[config.mk]
export PLATFORM = sky130hd
export DESIGN_NAME = vga_pixel_fetch
export DESIGN_NICKNAME = d
export VERILOG_FILES = /design/src/rtl/vga_pkg.sv /design/src/rtl/vga_delay.sv /design/src/rtl/vga_pixel_fetch.sv
export SDC_FILE = /design/constraint.sdc
export NUM_CORES = 1
export LEC_CHECK = 0
export BUFFER_PORTS_ARGS = -buffer_cell sky130_fd_sc_hd__buf_2
export CAP_MARGIN = 20
export CORE_MARGIN = 5
export CORE_UTILIZATION = 32
export CTS_CLUSTER_SIZE = 40
export DETAILED_ROUTE_END_ITERATION = 8
export GPL_TIMING_DRIVEN = 0
export HOLD_SLACK_MARGIN = 0.02
export PLACE_DENSITY_LB_ADDON = 0.12
export SLEW_MARGIN = 15
export SYNTH_ARGS = -nofsm -noshare
export SYNTH_HDL_FRONTEND = slang
export SYNTH_SLANG_ARGS = --single-unit
[constraint.sdc]
create_clock -name clk -period 1.44 [get_ports clk]
set_clock_uncertainty 0.05 [all_clocks]
set_input_delay 0.144 -clock clk [delete_from_list [all_inputs] [get_ports clk]]
set_output_delay 0.144 -clock clk [all_outputs]
set_load 0.03 [all_outputs]
[src/rtl/vga_pkg.sv]
// Shared constants and mode encodings for the VGA pixel fetch stage.
package vga_pkg;

    localparam int unsigned H_ACTIVE  = 640;
    localparam int unsigned V_ACTIVE  = 480;
    localparam int unsigned BAR_W     = 80;
    localparam int unsigned CHECK_BIT = 5;

    localparam int unsigned XW    = $clog2(H_ACTIVE);
    localparam int unsigned YW    = $clog2(V_ACTIVE);
    localparam int unsigned SUB_W = $clog2(BAR_W);

    typedef enum logic [1:0] {
        MODE_FB    = 2'd0,
        MODE_BARS  = 2'd1,
        MODE_CHECK = 2'd2,
        MODE_BLACK = 2'd3
    } mode_e;

    localparam logic [11:0] BAR_COLOURS [8] = '{
        12'hFFF, 12'hFF0, 12'h0FF, 12'h0F0, 12'hF0F, 12'hF00, 12'h00F, 12'h000
    };

    // {pixel, h_sync, v_sync, mode[1:0], pattern[11:0]}
    localparam int unsigned BUNDLE_W = 17;

endpackage

[src/rtl/vga_delay.sv]
// N-stage registered delay line with a per-bit reset value.
module vga_delay #(
    parameter int unsigned W       = 1,
    parameter int unsigned N       = 1,
    parameter logic [W-1:0] RST_VAL = '0
) (
    input  logic         clk,
    input  logic         rst_n,
    input  logic [W-1:0] din,
    output logic [W-1:0] dout
);

    logic [W-1:0] stage_q [N];

    always_ff @(posedge clk or negedge rst_n) begin
        if (!rst_n) begin
            for (int i = 0; i < N; i++) stage_q[i] <= RST_VAL;
        end else begin
            stage_q[0] <= din;
            for (int i = 1; i < N; i++) stage_q[i] <= stage_q[i-1];
        end
    end

    assign dout = stage_q[N-1];

endmodule

[src/rtl/vga_pixel_fetch.sv]
// Framebuffer/test-pattern pixel source with sync realignment for 640x480 VGA.
module vga_pixel_fetch
    import vga_pkg::*;
#(
    parameter int unsigned RD_LAT = 1
) (
    input  logic        clk,
    input  logic        rst_n,
    input  logic        pixel,
    input  logic [18:0] p_count,
    input  logic        h_sync_in,
    input  logic        v_sync_in,
    input  logic [1:0]  mode,
    output logic [18:0] fb_addr,
    output logic        fb_rd,
    input  logic [11:0] fb_data,
    output logic        h_sync,
    output logic        v_sync,
    output logic [3:0]  r,
    output logic [3:0]  g,
    output logic [3:0]  b,
    output logic [1:0]  mode_act,
    output logic [7:0]  frame_cnt
);

    localparam logic [BUNDLE_W-1:0] BUNDLE_RST = {1'b0, 1'b1, 1'b1, 2'b00, 12'h000};

    logic             pix_q, hs_q, vs_q;
    mode_e            mode_q, mode_act_q;
    logic [11:0]      pat_q, pat_d;
    logic             fb_rd_q;
    logic [18:0]      fb_addr_q;
    logic [7:0]       frame_cnt_q;
    logic [XW-1:0]    x_q;
    logic [YW-1:0]    y_q;
    logic [2:0]       bar_q;
    logic [SUB_W-1:0] sub_q;

    logic             fbe, pix_fall;

    assign fbe      = vs_q & ~v_sync_in;
    assign pix_fall = pix_q & ~pixel;

    // Pattern from the pre-increment column/row, i.e. the pixel being sampled now.
    always_comb begin
        pat_d = 12'h000;
        case (mode_act_q)
            MODE_BARS:  pat_d = BAR_COLOURS[bar_q];
            MODE_CHECK: pat_d = (x_q[CHECK_BIT] ^ y_q[CHECK_BIT]) ? 12'hFFF : 12'h000;
            default:    pat_d = 12'h000;
        endcase
    end

    always_ff @(posedge clk or negedge rst_n) begin
        if (!rst_n) begin
            pix_q       <= 1'b0;
            hs_q        <= 1'b1;
            vs_q        <= 1'b1;
            mode_q      <= MODE_FB;
            mode_act_q  <= MODE_FB;
            pat_q       <= 12'h000;
            fb_rd_q     <= 1'b0;
            fb_addr_q   <= '0;
            frame_cnt_q <= 8'd0;
            x_q         <= '0;
            y_q         <= '0;
            bar_q       <= 3'd0;
            sub_q       <= '0;
        end else begin
            pix_q   <= pixel;
            hs_q    <= h_sync_in;
            vs_q    <= v_sync_in;
            mode_q  <= mode_act_q;
            pat_q   <= pat_d;
            fb_rd_q <= pixel && (mode_act_q == MODE_FB);
            if (pixel) fb_addr_q <= p_count;

            if (fbe) begin
                mode_act_q  <= mode_e'(mode);
                frame_cnt_q <= frame_cnt_q + 8'd1;
            end

            if (pixel) begin
                x_q <= x_q + 1'b1;
                if (sub_q == SUB_W'(BAR_W - 1)) begin
                    sub_q <= '0;
                    bar_q <= bar_q + 3'd1;
                end else begin
                    sub_q <= sub_q + 1'b1;
                end
            end else begin
                x_q   <= '0;
                sub_q <= '0;
                bar_q <= 3'd0;
            end

            if (fbe)           y_q <= '0;
            else if (pix_fall) y_q <= y_q + 1'b1;
        end
    end

    logic [BUNDLE_W-1:0] bundle_dl;
    logic                pix_dl, hs_dl, vs_dl;
    logic [1:0]          mode_dl;
    logic [11:0]         pat_dl;

    // Aligns the stage-0 view of the pixel with framebuffer read data.
    vga_delay #(
        .W       (BUNDLE_W),
        .N       (RD_LAT),
        .RST_VAL (BUNDLE_RST)
    ) u_delay (
        .clk   (clk),
        .rst_n (rst_n),
        .din   ({pix_q, hs_q, vs_q, mode_q, pat_q}),
        .dout  (bundle_dl)
    );

    assign {pix_dl, hs_dl, vs_dl, mode_dl, pat_dl} = bundle_dl;

    logic [11:0] rgb_d, rgb_q;
    logic        h_sync_q, v_sync_q;

    always_comb begin
        rgb_d = 12'h000;
        if (pix_dl) begin
            case (mode_e'(mode_dl))
                MODE_FB:    rgb_d = fb_data;
                MODE_BARS:  rgb_d = pat_dl;
                MODE_CHECK: rgb_d = pat_dl;
                default:    rgb_d = 12'h000;
            endcase
        end
    end

    always_ff @(posedge clk or negedge rst_n) begin
        if (!rst_n) begin
            h_sync_q <= 1'b1;
            v_sync_q <= 1'b1;
            rgb_q    <= 12'h000;
        end else begin
            h_sync_q <= hs_dl;
            v_sync_q <= vs_dl;
            rgb_q    <= rgb_d;
        end
    end

    assign h_sync    = h_sync_q;
    assign v_sync    = v_sync_q;
    assign {r, g, b} = rgb_q;
    assign fb_rd     = fb_rd_q;
    assign fb_addr   = fb_addr_q;
    assign mode_act  = mode_act_q;
    assign frame_cnt = frame_cnt_q;

endmodule

==> flow_metrics.py <==
metrics = {
    "routing": {
        "drt-total-wl_microns": 6520,
        "vias": 2298,
        "drc": 0,
        "ant_nets": 0,
        "via_per_inst": 4.39,
        "first_iter_violations": 55,
        "dr.pass1.iters": 4,
        "post_drt_wl_per_cell_microns": 12.5,
    },
    "sta": {
        "hold_viol": 0,
        "relSlewSlack": 0.632,
        "setup_viol": 1,
        "final.setup.worst_slack_ps": -47.1,
        "rsz0062_at_grt": "yes",
        "worst_pin_slew_ps": 551,
        "slew_viol_final": 0,
        "post-route-period-util": 1.03,
        "fin_crit_ps": 1490,
        "setup_tns_ps": -47.1,
        "fmax_ghz": 0.672,
    },
    "floorplan": {
        "start_util": 0.328,
        "die-area_sq_um": 12100,
        "die_w_microns": 110,
        "std_cell_rows": 36,
        "coreArea_sq_um": 9730,
        "ioPinCount": 82,
        "die_h_microns": 110,
    },
    "power": {
        "p_leak_uw": 0.00208,
        "power_uw": 5450,
        "powerDensity_nw_per_um2": 1240,
        "ir_drop_v": 0.000595,
    },
    "worst_setup_path": {
        "path_buf_inv": 0,
        "cp_top_family": "simple AND/OR/NAND/NOR gates",
        "crit_type": "flop to flop",
        "path_max_fanout": 5,
        "slowest_stage": "or3b_4",
        "slowest_delay_ps": 430,
        "worstSetupEndpointType": "flop",
        "cp_data_required_time_ps": 1670,
        "cp.arrival_ps": 1720,
        "startpoint_type": "flop",
        "path_cells": "or3b_4, or4_4, a21oi_2",
    },
    "place": {
        "dpl.hpwl_microns": 4310,
        "port_buffers": 81,
        "gp_congestion": 0.719,
        "placed_area_sq_um": 3790,
    },
    "run_status": {
        "status": "complete, but fails checks",
        "violations": "negative setup slack",
    },
    "grt": {
        "antenna_found_initial": 0,
        "grt_usage": 0.113,
        "grt_pass1_wl_microns": 10500,
        "grt_pass1_vias": 2360,
        "grt_max_degree": 55,
        "grt_overflow": 0,
    },
    "cts": {
        "cts.sinks": 82,
        "cts_root_buf": "clkbuf_8",
        "clock_latency_ps": 350,
        "path_clk_slew_ps": 80,
        "cts_tree": "yes",
        "cts-buffers-inserted": 9,
        "h-tree-depth": 3,
        "cts_buffer_depth": 2,
    },
    "synthesis": {
        "syn_inst": 253,
        "ys_seq_elements": 82,
        "synthesis.area_sq_um": 3190,
        "synthMuxAreaShare": 0.0707,
        "syn_nets": 301,
        "yosys.area_share.simple": 0.116,
        "synth_fa_ha_area_frac": 0.0393,
        "synth_xor_area_frac": 0.0440,
        "synth.avg_cell_area_sq_um": 12.6,
        "synth_warnings": 0,
        "synth.yosys.seq_area_share": 0.646,
        "synth_top_family_by_area": "simple AND/OR/NAND/NOR gates",
        "netlist-cell-type-count": 30,
        "synth_compound_area_frac": 0.0640,
    },
    "final_layout": {
        "area_delta_synth_final_pct": 38.1,
        "diodes": 0,
        "final_area_sq_um": 4400,
        "final_nets": 433,
        "layout-drive-gt1-share": 0.346,
    },
    "flow_run": {
        "maxCapViolCount": 0,
    },
    "min_path": {
        "hp-class": "input pin to flop",
    },
}
==> cells in the final DEF, fill, tap and decap left out, types with 4 or more instances in the layout <==
master / n
o21ai_0: 10
buf_2: 82
nand3_1: 4
a21oi_1: 22
or3_1: 6
dlygate4sd3_1: 37
dfstp_2: 6
buf_4: 6
mux2_2: 20
ha_1: 9
xnor2_1: 10
inv_1: 7
nand4_1: 5
xor2_1: 6
nor2_1: 10
clkbuf_8: 9
nand2_1: 26
dfrtp_1: 76
clkbuf_1: 4
nand2b_1: 5
==> tightest hold or removal path: stages <==
cell and delay [ps]:
buf_2 100, nand3b_1 110, or3_1 100, a21oi_1 60
==> metal layers <==
layer  up-vias  track usage  wire (microns)  part of all wire
li1       1122            -               -                 -
met1      1099        0.128            2880              0.44
met2        69        0.195            3090              0.47
met3         8       0.0341             443             0.068
met4         0       0.0508             111             0.017
met5         -            0               0                 0
==> worst paths after layout <==
path / cells after the start / end / slack (ps) / start
hold / removal: 4 / y_q[4] / 160 / pixel
setup reg to reg: 3 / bar_q[2] / -50 / sub_q[5]
setup / recovery: 3 / bar_q[2] / -50 / sub_q[5]
max in group asynchronous: 3 / hs_q / 480 / rst_n
hold reg to reg: 0 / u_delay.dout[12] / 290 / mode_q[0]
min in group asynchronous: 2 / rgb_q[6] / 210 / rst_n
==> cells in the mapped netlist <==
library cell   n  area, sq um
or3_1          6         37.5
and2_1         3         18.8
xor2_1         6         52.6
ha_1          10          125
nand3b_1       2         15.0
nand3_1        5         25.0
dfrtp_1       76         1900
and2b_1        1         7.51
buf_4          1         7.51
nand2_1       26         97.6
a21boi_0       3         22.5
o21ai_0       10         50.1
buf_2          2         10.0
nand4b_1       1         8.76
nor2_1        10         37.5
mux2_2        20          225
nor2b_1        3         18.8
or4_1          1         7.51
a21oi_1       23          115
inv_1          7         26.3
xnor2_1       10         87.6
or3b_4         1         11.3
dfstp_2        6          158
o32ai_1        1         8.76
o31ai_1        1         7.51
and3_1         2         12.5
nand4_1        5         31.3
and4b_1        1         10.0
nand2b_1       5         31.3
clkbuf_1       5         18.8
==> sequential cells by signal, indices dropped and copies added (netlist names), 2 cells and up <==
signal / flops
sub_q: 7
mode_act: 2
u_delay.dout: 8
rgb_q: 12
fb_addr: 19
mode_q: 2
y_q: 6
frame_cnt: 8
x_q: 6
bar_q: 3
pat_q: 3
==> power by group <==
| part | leakage [uW] | switching (uW) | internal, uW |
|---|---|---|---|
| Clock | 0.0000893 | 802 | 797 |
| Sequential | 0.00104 | 178 | 2550 |
| Combinational | 0.000948 | 688 | 439 |
==> logic make-up (layout without fill, tap and decap cells) <==
kind of cell,count (synthesis),count (layout)
adders and majority gates,10,10
xor gates and xnor gates,16,16
muxes,20,20
AOI/OAI and AO/OA,38,38
DFF,82,82
buffers and inverters,15,152
and+or+nand+nor,72,72
==> stage by stage <==
stage | hold WS [ps] | worst slack [ps] | util | cells
2_1_floorplan | -202 | 1.09 | - | 253
3_3_place_gp | 200 | -554 | 0.386 | 467
3_5_place_dp | 50.4 | -226 | 0.389 | 468
4_1_cts | 140 | -28.6 | 0.451 | 524
5_1_grt | 161 | -91.1 | 0.452 | 523
6_report | 162 | -47.1 | 0.452 | 523
==> repair_timing <==
action	in CTS	in global routing
resized for setup	6	4
endpoints found under the setup margin	12	16
endpoints found under the hold margin	64	0
pin swaps	1	1
hold buffers	37	0
setup buffers	3	0
==> cell type report <==
type	instances	area [sq um]
timing repair buffer	122	828
multi-input combinational	156	1100
buffer	7	37.5
tap	133	166
fill	948	5330
inverter	7	26.3
clock inverter	5	55.1
clock buffer	11	131
sequential	82	2060
No activity file was read; power rests on OpenSTA's default activity.
